[src/rtl/word_loader.sv]
// Splits a valid/ready byte stream into delimiter-separated words, writes each
// word zero-terminated into the word SRAM and hands it to the encoder.
//
// state | meaning
// FILL  | accepting bytes, writing non-delimiters at address len
// TERM  | writing the zero terminator at address len
// ISSUE | word_start pulse, word_len/word_trunc valid
// WAIT  | input held off until the encoder returns enc_done
module word_loader #(
  parameter int                    ADDR_WIDTH = 4,
  parameter int                    DATA_WIDTH = 8,
  parameter logic [DATA_WIDTH-1:0] DELIM      = 8'h20
) (
  input  logic                  clk,
  input  logic                  rst,
  input  logic                  in_valid,
  input  logic [DATA_WIDTH-1:0] in_data,
  input  logic                  in_last,
  output logic                  in_ready,
  output logic                  mem_we,
  output logic [ADDR_WIDTH-1:0] mem_addr,
  output logic [DATA_WIDTH-1:0] mem_din,
  output logic                  word_start,
  output logic [ADDR_WIDTH-1:0] word_len,
  output logic                  word_trunc,
  input  logic                  enc_done,
  output logic                  seq_done,
  output logic                  busy
);

  localparam logic [ADDR_WIDTH-1:0] MAXLEN = '1;

  typedef enum logic [1:0] {
    S_FILL  = 2'd0,
    S_TERM  = 2'd1,
    S_ISSUE = 2'd2,
    S_WAIT  = 2'd3
  } state_t;

  state_t                state_q, state_d;
  logic [ADDR_WIDTH-1:0] len_q, len_d;
  logic                  trunc_q, trunc_d;
  logic                  last_q, last_d;
  logic                  word_start_d, seq_done_d;
  logic [ADDR_WIDTH-1:0] word_len_d;
  logic                  word_trunc_d;
  logic                  is_delim;
  logic                  has_room;

  assign is_delim = (in_data == DELIM);
  assign has_room = (len_q != MAXLEN);
  assign busy     = (state_q != S_FILL) || (len_q != '0);

  always_ff @(posedge clk or posedge rst) begin
    if (rst) begin
      state_q    <= S_FILL;
      len_q      <= '0;
      trunc_q    <= 1'b0;
      last_q     <= 1'b0;
      word_start <= 1'b0;
      seq_done   <= 1'b0;
      word_len   <= '0;
      word_trunc <= 1'b0;
    end else begin
      state_q    <= state_d;
      len_q      <= len_d;
      trunc_q    <= trunc_d;
      last_q     <= last_d;
      word_start <= word_start_d;
      seq_done   <= seq_done_d;
      word_len   <= word_len_d;
      word_trunc <= word_trunc_d;
    end
  end

  always_comb begin
    state_d      = state_q;
    len_d        = len_q;
    trunc_d      = trunc_q;
    last_d       = last_q;
    word_start_d = 1'b0;
    seq_done_d   = 1'b0;
    word_len_d   = word_len;
    word_trunc_d = word_trunc;
    in_ready     = 1'b0;
    mem_we       = 1'b0;
    mem_addr     = len_q;
    mem_din      = in_data;

    case (state_q)
      S_FILL: begin
        in_ready = 1'b1;
        if (in_valid) begin
          if (!is_delim) begin
            if (has_room) begin
              mem_we = 1'b1;
              len_d  = len_q + 1'b1;
            end else begin
              trunc_d = 1'b1;
            end
          end
          // an empty word produces nothing, so runs of delimiters collapse
          if (is_delim || in_last) begin
            if (len_d == '0) begin
              seq_done_d = in_last;
            end else begin
              last_d  = in_last;
              state_d = S_TERM;
            end
          end
        end
      end
      S_TERM: begin
        mem_we       = 1'b1;
        mem_din      = '0;
        word_start_d = 1'b1;
        word_len_d   = len_q;
        word_trunc_d = trunc_q;
        state_d      = S_ISSUE;
      end
      S_ISSUE: begin
        state_d = S_WAIT;
      end
      S_WAIT: begin
        if (enc_done) begin
          len_d      = '0;
          trunc_d    = 1'b0;
          last_d     = 1'b0;
          seq_done_d = last_q;
          state_d    = S_FILL;
        end
      end
      default: begin
        state_d = S_FILL;
      end
    endcase
  end

endmodule

[config.mk]
export PLATFORM = sky130hd
export DESIGN_NAME = word_loader
export DESIGN_NICKNAME = d
export VERILOG_FILES = /design/src/rtl/word_loader.sv
export SDC_FILE = /design/constraint.sdc
export NUM_CORES = 1
export LEC_CHECK = 0
export ABC_AREA = 1
export CORE_UTILIZATION = 44
export CTS_BUF_LIST = sky130_fd_sc_hd__clkbuf_8 sky130_fd_sc_hd__clkbuf_16
export DETAILED_ROUTE_END_ITERATION = 6
export PLACE_DENSITY = 0.78
export REMOVE_ABC_BUFFERS = 1
export SLEW_MARGIN = 20
export SYNTH_ARGS = -nofsm -noshare
export SYNTH_HDL_FRONTEND = slang
export SYNTH_SLANG_ARGS = --single-unit
[constraint.sdc]
create_clock -name clk -period 2.15 [get_ports clk]
set_input_delay 0.3225 -clock clk [delete_from_list [all_inputs] [get_ports clk]]
set_output_delay 0.3225 -clock clk [all_outputs]
set_load 0.05 [all_outputs]
[Yosys cells after proc, flatten, opt, wreduce, memory -nomap -nowiden]
Cells that the tools add are included.
Word-level totals
  register bits after elaboration: 15
  bits in latches: 0
  memory bits (writable): 0
  bits in read-only memories: 0
  input port bits: 13
  output and inout port bits: 22
  logic and storage cells: 64
  memories: 0
Cells by class
  add/sub/neg operators: 1
  multiply operators: 0
  div/mod/pow operators: 0
  order comparisons: 0
  equality and inequality tests: 11
  shift operators: 0
  muxes and demuxes: 33
  bitwise gates (word level): 0
  reductions and logical operators: 11
Operators with widths (count)
  $mux W4: 6
  $mux W1: 16
  $ne A2 B2 Y1 const B: 6
  $reduce_and A5 Y1: 2
  $eq A8 B6 Y1 const B: 1
  $mux W2: 4
  $mux W8: 1
  $pmux W1 S2: 4
  $pmux W2 S4: 1
  $pmux W4 S2: 1
  $add A4 B1 Y4 const B: 1
  $eq A2 B2 Y1 const B: 2
  $logic_not A4 Y1: 1
  $ne A4 B4 Y1 const B: 1
  $reduce_and A4 Y1: 1
  $reduce_bool A2 Y1: 2
  $reduce_bool A4 Y1: 1
  $reduce_and A3 Y1: 1
  $eq A2 B1 Y1 const B: 1
  $logic_not A2 Y1: 1
  $logic_or A1 B1 Y1: 2

[Logic depth before layout (Yosys ltp)]
Gate-level depths: netlist of run 1.
  word-level depth: 10
  mapped depth: 12
  gate-level depth less buffers: 12

[Worst setup path before layout of run 1]
No wires, ideal clock.
  kind: reg2out
  start point: register state_q[0]
  end point: output mem_we
  arrival time: 2.365 ns
  data required time: 1.827 ns
  setup slack: -0.537 ns
  stages on the path, launching flop included: 5
  path buffers: 0
  path through: dfrtp_1 > inv_1 > ha_1 > inv_1 > o21ai_0
On the way
  word-level cells in the longest chain between the ends: 2
  elaborated cells on any way between the ends: 3
  those cells by class: 1 x eq/ne; 1 x mux; 1 x reduce/logical
RTL lines
  from (decl): RTL line 40  | state_t state_q, state_d;
  from (signal assigned): RTL line 65  | state_q <= state_d;
  $eq A2 B1 Y1 / $logic_not A2 Y1 (equally long branches): RTL line 90  | case (state_q)
  $pmux W1 S2 *: RTL line 90
  to (decl): RTL line 20  | output logic mem_we,
Every way passes the cells marked *; elsewhere a longest branch is shown, timed or not.

[Worst setup path after layout of run 1]
  start point: register len_q[1], in the netlist mem_addr[1]
  end point: output mem_we
On the way
  word-level cells in the longest chain between the ends: 5
RTL lines
  from (decl): RTL line 41  | logic [ADDR_WIDTH-1:0] len_q, len_d;
  from (signal assigned): RTL line 66  | len_q <= len_d;
  $ne A4 B4 Y1: RTL line 51  | assign has_room = (len_q != MAXLEN);
  $mux W1: RTL line 95  | if (has_room) begin
  $mux W1: RTL line 94  | if (!is_delim) begin
  $mux W1: RTL line 93  | if (in_valid) begin
  $pmux W1 S2: RTL line 90
No other way between the ends.

==> flow_summary.ini, run 1 <==
[detailed_routing]
antenna_left = 0
drc_errors = 0
vias = 1051
drt-total-wl_mm = 2.51
dr.pass1.iters = 4
via_per_inst = 5.18
wire_per_inst_microns = 12.4
drt-initial-drc-count = 34

[sta]
fmax_mhz = 501
rsz0062_at_grt = false
fin_crit_ns = 2.00
fin_crit_sh_pct = 92.8
setup_violations = 0
skew_ns = 0.00522
worst_pin_slew_ns = 0.586
slew_violations = 0
slew_headroom_pct = 60.9
setup_ws_ns = 0.154
hold_viol_final = 0

[setup_path]
crit_required_ns = 1.83
cp-startpoint = mem_addr[1]
cp-start-kind = register
critPathCapture = mem_we
ff2ff_setup_slack_ns = 0.36
critPathCaptureType = output pin
cp_data_arrival_time_ns = 1.67
rr_worst_depth = 10
r2r_end = state_q[0]
reg2reg_from = mem_addr[1]
crit_path_max_fanout = 7
path_class = register to output pin

[clock_network]
numCtsBuffers = 3
ctsResizeCount = 0
clk_pin_slew_worst_paths_ns = 0.07
cts_tree = yes
cts_max_path_buffers = 2
cts_hold_buf = 0
post_cts_buffers = 0
htreeDepth = 1
insertion_delay_ns = 0.25
cts.sinks = 15
root_buffer = clkbuf_8

[hold_path]
hold_path_class = primary input to async pin

[die]
die_height_microns = 49.8
rows = 16
dieArea_sq_um = 2480
initial_core_util_pct = 48.8
fp.dieW_microns = 49.8
core_sq_um = 2060
ios = 35

[finish]
drive_gt1_share_pct = 17.0
nets = 196
fillers = 180
diodes = 0
area_growth_pct = 42.7
multiInputGateArea_sq_um = 541
seqCellArea_sq_um = 375
finish.utilization_pct = 69.6
layout.cells.non_filler = 203

[synth]
synthCells = 137
synth-seq-cells = 15
synth_edf_count = 0
yosys_warnings = 0
synth.most_common_cell = nand2_1
avgSynthCellArea_sq_um = 7.34
synth.area.top_cells = dfrtp_1, nand2_1, ha_1, inv_1, nand3_1
synth_common_cells = nand2_1, inv_1, dfrtp_1, nand3_1, o21ai_0
ys.flop_type = dfrtp_1
synth_area_sq_um = 1010
async_flop_share_pct = 100
synth_top_cell_by_area = dfrtp_1
synth.distinct_cells = 21
yosysTopAreaCellShare_pct = 37.3
seq_area_frac_synth_pct = 37.3

[global_route]
use_met1_pct = 29.1
first_global_vias = 998
grt_pass1_wl_mm = 4.34
grt_use_total_pct = 23.3
antenna_found_initial = 0
grt.overflow.total = 0
top_usage_layer = met2
grt_max_degree = 16
grt_util_met3_pct = 6.17
use_met2_pct = 39.0

[power]
total_power_mw = 2.59
leakagePower_nw = 0.716
vdd_ir_drop_max_uv = 1080
p_per_area_nw_per_um2 = 1810

[place]
dp_slack_ns = 0.126
portBuffers = 34
dp.cells = 199
gp_congestion = 0.817
dpl.hpwl_mm = 1.97

[status]
status = complete, no violations

[flow_run]
drv_cap = 0
## stage by stage
step,hold slack (ns),setup TNS (ns),instance area (sq um)
after floorplan,0.224,-0.537,1000
after global placement,0.461,0,1390
after detailed placement,0.459,0,1390
after CTS,0.454,0,1440
after global routing,0.504,0,1440
final,0.426,0,1440
## cells in the final DEF (no fill, tap or decap)
| cell | count |
|---|---|
| or2_1 | 1 |
| nand2_2 | 2 |
| clkbuf_8 | 3 |
| dfrtp_1 | 15 |
| nor2_2 | 2 |
| nand4_1 | 7 |
| buf_4 | 11 |
| clkinv_2 | 1 |
| inv_2 | 2 |
| buf_12 | 2 |
| ha_1 | 6 |
| a21oi_1 | 3 |
| nand3_1 | 15 |
| nor2_4 | 3 |
| o21ai_0 | 9 |
| or2_2 | 1 |
| inv_1 | 20 |
| o21ai_1 | 3 |
| nand3_2 | 2 |
| clkdlybuf4s50_1 | 23 |
| clkinv_1 | 1 |
| nor3_1 | 1 |
| nand3_4 | 1 |
| nand2_1 | 33 |
| nor2_1 | 9 |
## how the worst min path moves through the flow
stage	to	slack, ns	start	cells past startpoint
after detailed placement	word_trunc	0.46	word_trunc	2
final	trunc_q	0.43	rst	2
after CTS	trunc_q	0.45	rst	2
after floorplan	last_q	0.22	rst	1
after global routing	word_trunc	0.50	word_trunc	2
after global placement	word_trunc	0.46	trunc_q	2
## cell families (layout without fill, tap and decap cells)
group,count (synthesis),count (layout),share of synthesized area [%]
AO/OA/AOI/OAI,15,15,7.46
adder cells (fa/ha/maj),6,6,7.46
buffers and inverters,24,63,8.95
flip-flops,15,15,37.3
AND/OR/NAND/NOR,77,77,38.8
## report_power, final
part	switching (mW)	internal (mW)	leakage [nW]
Clock	0.105	0.128	0.0255
Combinational	1.22	0.607	0.499
Sequential	0.120	0.413	0.191
Total	1.44	1.15	0.716
## layer usage
layer / wire length, microns / share of wire [%]
met2: 1250 / 50
met4: 36 / 1.4
met5: 0 / 0
met1: 1020 / 41
met3: 203 / 8.1
## worst max-delay path, stage by stage (launching register included)
cell	delay, ns
dfrtp_1	0.46
ha_1	0.29
nand3_2	0.17
nand3_1	0.10
o21ai_1	0.23
buf_12	0.17
## sequential cells by signal, indices dropped and copies added, names as in the netlist
register and count:
word_start 1, last_q 1, mem_addr 4, word_len 4
seq_done 1, trunc_q 1, state_q 2, word_trunc 1
## final cells by class
type                       instances  share of cell area, %
timing repair buffer              36                   24.6
tap                               27                   2.35
sequential                        15                   26.2
inverter                          23                   6.02
clock inverter                     1                  0.349
clock buffer                       3                   2.88
multi-input combinational         98                   37.7
(Power assumes the default switching activity.)
==> run 2, diff against run 1 <==
==> constraint.sdc (replaced) <==
create_clock -name clk -period 2 [get_ports clk]
set_input_delay 0.3 -clock clk [delete_from_list [all_inputs] [get_ports clk]]
set_output_delay 0.3 -clock clk [all_outputs]
set_load 0.05 [all_outputs]
==> run 2 against run 1 <==
Compared with the run above: core utilization up 7.0 points; highest routed layer unchanged; clock-buffer cell count unchanged; worst setup slack worse by 0.073 ns; wire length up 8.4%; combinational power up 24%; sequential power up 8.1%; largest cell class unchanged; sequential share of layout area down 2.3 points; final area up 10%; critical path type unchanged; power up 19%.
==> flow_summary.ini, run 2 (synthesis results as in run 1) <==
[sta]
setup_violations = 0
slew_headroom_pct = 60.2
rsz0062_at_grt = false
fin_crit_sh_pct = 96.0
fin_crit_ns = 1.92
fin_hold_ws_ns = 0.405
skew_ns = 0.00586
slew_violations = 0
fmax_mhz = 521
hold_viol_final = 0
worst_pin_slew_ns = 0.597

[clock_network]
cts.sinks = 15
cts_tree = yes
htreeDepth = 1
insertion_delay_ns = 0.25
clk_pin_slew_worst_paths_ns = 0.07
cts_max_path_buffers = 2
root_buffer = clkbuf_8
numCtsBuffers = 3
post_cts_buffers = 0

[power]
combPwrFrac_pct = 73.1
clockPowerShare_pct = 8.2
switching_power_mw = 1.63
intPower_mw = 1.46
leakagePower_nw = 0.769
power_switching_share_pct = 52.7
power_frac_seq_pct = 18.7
total_power_mw = 3.09
vdd_ir_drop_max_uv = 1390
p_per_area_nw_per_um2 = 1960

[setup_path]
cp-startpoint = state_q[0]
critPathCapture = mem_we
reg2reg_from = mem_addr[0]
ff2ff_setup_slack_ns = 0.31
crit_required_ns = 1.70
r2r_end = state_q[0]
critPathCaptureType = output pin
cp_common_cell = inv_1
crit_path_max_fanout = 7
cp-start-kind = register
rr_worst_depth = 12
crit_path_cell_trace = inv_1 -> ha_4 -> inv_1 -> o21ai_0 -> buf_4 -> buf_12
cp_data_arrival_time_ns = 1.62
critPathMaxStageDelay_ns = 0.42
crit_path_top_delay_cell = dfrtp_1
path_class = register to output pin

[die]
core_sq_um = 2060
fp.dieW_microns = 49.8
dieArea_sq_um = 2480
rows = 16
ios = 35
die_height_microns = 49.8
initial_core_util_pct = 48.8

[flow_run]
drv_cap = 0

[finish]
area_growth_pct = 57.0
layout.cells.non_filler = 204
nets = 197
layout_commonest_cell = nand2_1
diodes = 0
finish.utilization_pct = 76.6
final_cell_mix = nand2_1, clkdlybuf4s50_1, inv_1
drive_gt1_share_pct = 19.8

[global_route]
first_global_vias = 1017
use_met1_pct = 30.9
use_met2_pct = 42.8
grt.overflow.total = 0
top_usage_layer = met2
grt_use_total_pct = 24.3
grt_max_degree = 16
antenna_found_initial = 0
grt_pass1_wl_mm = 4.56
grt_util_met3_pct = 3.70

[hold_path]
hold_path_class = primary input to async pin

[detailed_routing]
drt-initial-drc-count = 29
dr.pass1.iters = 4
via_per_inst = 5.26
antenna_left = 0
drt-total-wl_mm = 2.72
wire_per_inst_microns = 13.3
vias = 1073
drc_errors = 0

[place]
gp_congestion = 0.919
portBuffers = 34
dpl.hpwl_mm = 2.09
dp.cells = 200

[status]
status = complete, no violations
## run 2: cell types whose count changed in the layout (fill, tap and decap cells not counted), sizes merged
| cell | previous run | this run |
|---|---|---|
| buf | 13 | 14 |
## run 2: through the flow
stage | setup WS, ns | instance area, sq um | TNS [ns]
after detailed placement | 0.0706 | 1510 | 0
after global placement | 0.125 | 1510 | 0
after CTS | 0.00781 | 1560 | 0
after global routing | 0.0000414 | 1580 | 0
after floorplan | -0.665 | 1000 | -0.665
final | 0.0808 | 1580 | 0
## run 2: layout make-up
| type | count | area (sq um) |
|---|---|---|
| fillers | 147 | 483 |
| flip-flops and latches | 15 | 377 |
| clock inverters | 1 | 5.00 |
| multi-input cells | 98 | 563 |
| inverters | 23 | 86.3 |
| repair buffers | 37 | 473 |
| well taps | 27 | 33.8 |
| clock buffers | 3 | 41.3 |
## run 2: how the worst min path moves through the flow
stage / startpoint / end / slack, ns
after global placement: trunc_q / word_trunc / 0.46
final: rst / word_trunc / 0.41
after CTS: rst / word_trunc / 0.44
after floorplan: rst / last_q / 0.20
after detailed placement: word_trunc / word_trunc / 0.46
after global routing: rst / word_trunc / 0.50
## run 2: repair_timing
action,CTS,global route
setup endpoints to repair,1,1
resized for setup,1,5
hold buffers,0,0
## run 2: routing by layer
| metal | up-vias | wire (microns) |
|---|---|---|
| li1 | 521 | - |
| met1 | 510 | 1220 |
| met2 | 35 | 1350 |
| met3 | 7 | 118 |
| met4 | 0 | 29 |
| met5 | - | 0 |
## run 2: power by group through the flow
stage                     registers [mW]  clock network [mW]  logic (mW)
final                              0.576               0.253        2.26
after global routing               0.592               0.265        2.40
after CTS                          0.569               0.255        2.20
after detailed placement           0.575                   0        2.18
after global placement             0.565                   0        2.14
after floorplan                    0.870                   0        1.04
## run 2: worst max-delay path: cells and delay by family (launching register included)
kind                       cells  cell delay, ns
AOI/OAI and AO/OA              1            0.19
adders and majority gates      1            0.22
buffers and inverters          4            0.52
DFF                            1            0.42
==> run 3, diff against run 2 <==
--- a/config.mk
+++ b/config.mk
@@ -6,6 +6,7 @@
 export NUM_CORES = 1
 export LEC_CHECK = 0
 export ABC_AREA = 1
+export CORE_MARGIN = 2
 export CORE_UTILIZATION = 44
 export CTS_BUF_LIST = sky130_fd_sc_hd__clkbuf_8 sky130_fd_sc_hd__clkbuf_16
 export DETAILED_ROUTE_END_ITERATION = 6
==> run 3 against run 2 <==
Compared with the run above: clock power down 3%; first-iteration DRC count rose by 52%; clock-buffer cell count unchanged; global-route usage is 1.1 points lower; register-to-register slack worse by 0.06 ns; wire length is 1.3% higher; final area is 0.71% lower; largest power group unchanged; highest routed layer is now met3.
==> flow_summary.ini, run 3 (synthesis results as in run 1) <==
[status]
status = complete, no violations

[clock_network]
htreeDepth = 1
numCtsBuffers = 3
root_buffer = clkbuf_8
clk_pin_slew_worst_paths_ns = 0.07
cts_max_path_buffers = 2
cts_tree = yes
cts_hold_buf = 0
insertion_delay_ns = 0.25
cts.sinks = 15

[place]
dp.cells = 202
dpl.hpwl_mm = 2.25
portBuffers = 34
dp_slack_ns = 0.0000357
gp_congestion = 0.857

[sta]
rsz0062_at_grt = false
fin_setup_tns_ns = 0
fin_crit_ns = 1.90
worst_pin_slew_ns = 0.585
fmax_mhz = 527
hold_viol_final = 0
setup_violations = 0
slew_headroom_pct = 60.9
fin_crit_sh_pct = 94.8
setup_ws_ns = 0.104
skew_ns = 0.00536
slew_violations = 0
fin_hold_ws_ns = 0.422

[die]
rows = 17
ios = 35
dieArea_sq_um = 2680
core_sq_um = 2190
fp.dieW_microns = 51.8
initial_core_util_pct = 45.9
die_height_microns = 51.8

[hold_path]
hold_path_class = primary input to async pin

[power]
intPower_mw = 1.43
power_frac_seq_pct = 18.9
leakagePower_nw = 0.766
power_switching_share_pct = 53.1
clockPowerShare_pct = 8.1
combPwrFrac_pct = 73.1
vdd_ir_drop_max_uv = 1250
p_per_area_nw_per_um2 = 1940
switching_power_mw = 1.62

[finish]
area_growth_pct = 55.8
final_cell_mix = nand2_1, clkdlybuf4s50_1, inv_1
drive_gt1_share_pct = 18.5
finish.utilization_pct = 71.6
layout_commonest_cell = nand2_1
layout.cells.non_filler = 206
nets = 198
diodes = 0

[detailed_routing]
wire_per_inst_microns = 13.4
drc_errors = 0
drt-total-wl_mm = 2.76
via_per_inst = 5.27
drt-initial-drc-count = 44
vias = 1085
dr.pass1.iters = 4
antenna_left = 0

[global_route]
grt_pass1_wl_mm = 4.61
use_met1_pct = 28.3
grt_util_met3_pct = 2.87
first_global_vias = 1026
top_usage_layer = met2
grt_max_degree = 16
grt_use_total_pct = 23.1
antenna_found_initial = 0
use_met2_pct = 42.9
grt.overflow.total = 0

[setup_path]
cp-start-kind = register
critPathCaptureType = output pin
path_class = register to output pin
cp_data_arrival_time_ns = 1.60
crit_path_max_fanout = 6
crit_required_ns = 1.70

[flow_run]
drv_cap = 0
-- run 3: changes by cell type in the layout (fill, tap and decap cells not counted) --
cell     before  now
nand2_2       1    2
o21ai_2       0    1
ha_1          3    6
ha_4          1    0
buf_4         3    4
ha_2          2    0
dfrtp_1      14   15
nand2_4       1    0
dfrtp_2       1    0
o21ai_0      10    9
-- run 3: path summary, 6_finish.rpt --
| kind | from | to | slack [ns] | cells past startpoint |
|---|---|---|---|---|
| max in group asynchronous | rst | seq_done | 1.19 | 2 |
| min in group clk | word_trunc | word_trunc | 0.48 | 2 |
| worst min-delay path | rst | word_trunc | 0.42 | 2 |
| worst max-delay path | mem_addr[0] | mem_we | 0.10 | 5 |
| worst max register to register | mem_addr[1] | state_q[1] | 0.25 | 10 |
| worst min register to register | word_trunc | word_trunc | 0.48 | 2 |
-- run 3: final cells by class --
class	instances	area, sq um
Fill cell	163	623
Multi-Input combinational cell	98	544
Timing Repair Buffer	38	480
Sequential cell	15	375
Inverter	23	86.3
Clock buffer	3	41.3
Tap cell	28	35.0
Clock inverter	1	5.00
-- run 3: what timing repair did --
item                                    CTS  global route
resized for setup                         1             1
endpoints found under the hold margin     0             0
buffers inserted                          0             0
endpoints found under the setup margin    1             1
-- run 3: layer usage --
layer	share of wire [%]	vias up
met1	39	516
met3	5.4	0
met5	0	-
met4	0	0
li1	-	525
met2	56	44
-- run 3: power by group through the flow --
stage	combinational, mW	sequential [mW]	clock (mW)
4_1_cts	2.22	0.571	0.251
3_3_place_gp	2.15	0.566	0
6_report	2.22	0.574	0.246
2_1_floorplan	1.04	0.870	0
5_1_grt	2.38	0.591	0.265
3_5_place_dp	2.21	0.575	0
-- run 3: critical path, stage by stage, from the launching register on --
cell,delay [ns]
dfrtp_1,0.44
ha_1,0.29
nand3_2,0.16
nand3_1,0.12
o21ai_2,0.18
buf_12,0.16
-- run 3: metrics by stage --
stage	power (mW)	area, sq um
finish	3.04	1570
global route	3.24	1570
CTS	3.04	1560
detailed placement	2.78	1520
global placement	2.72	1520
floorplan	1.91	1000
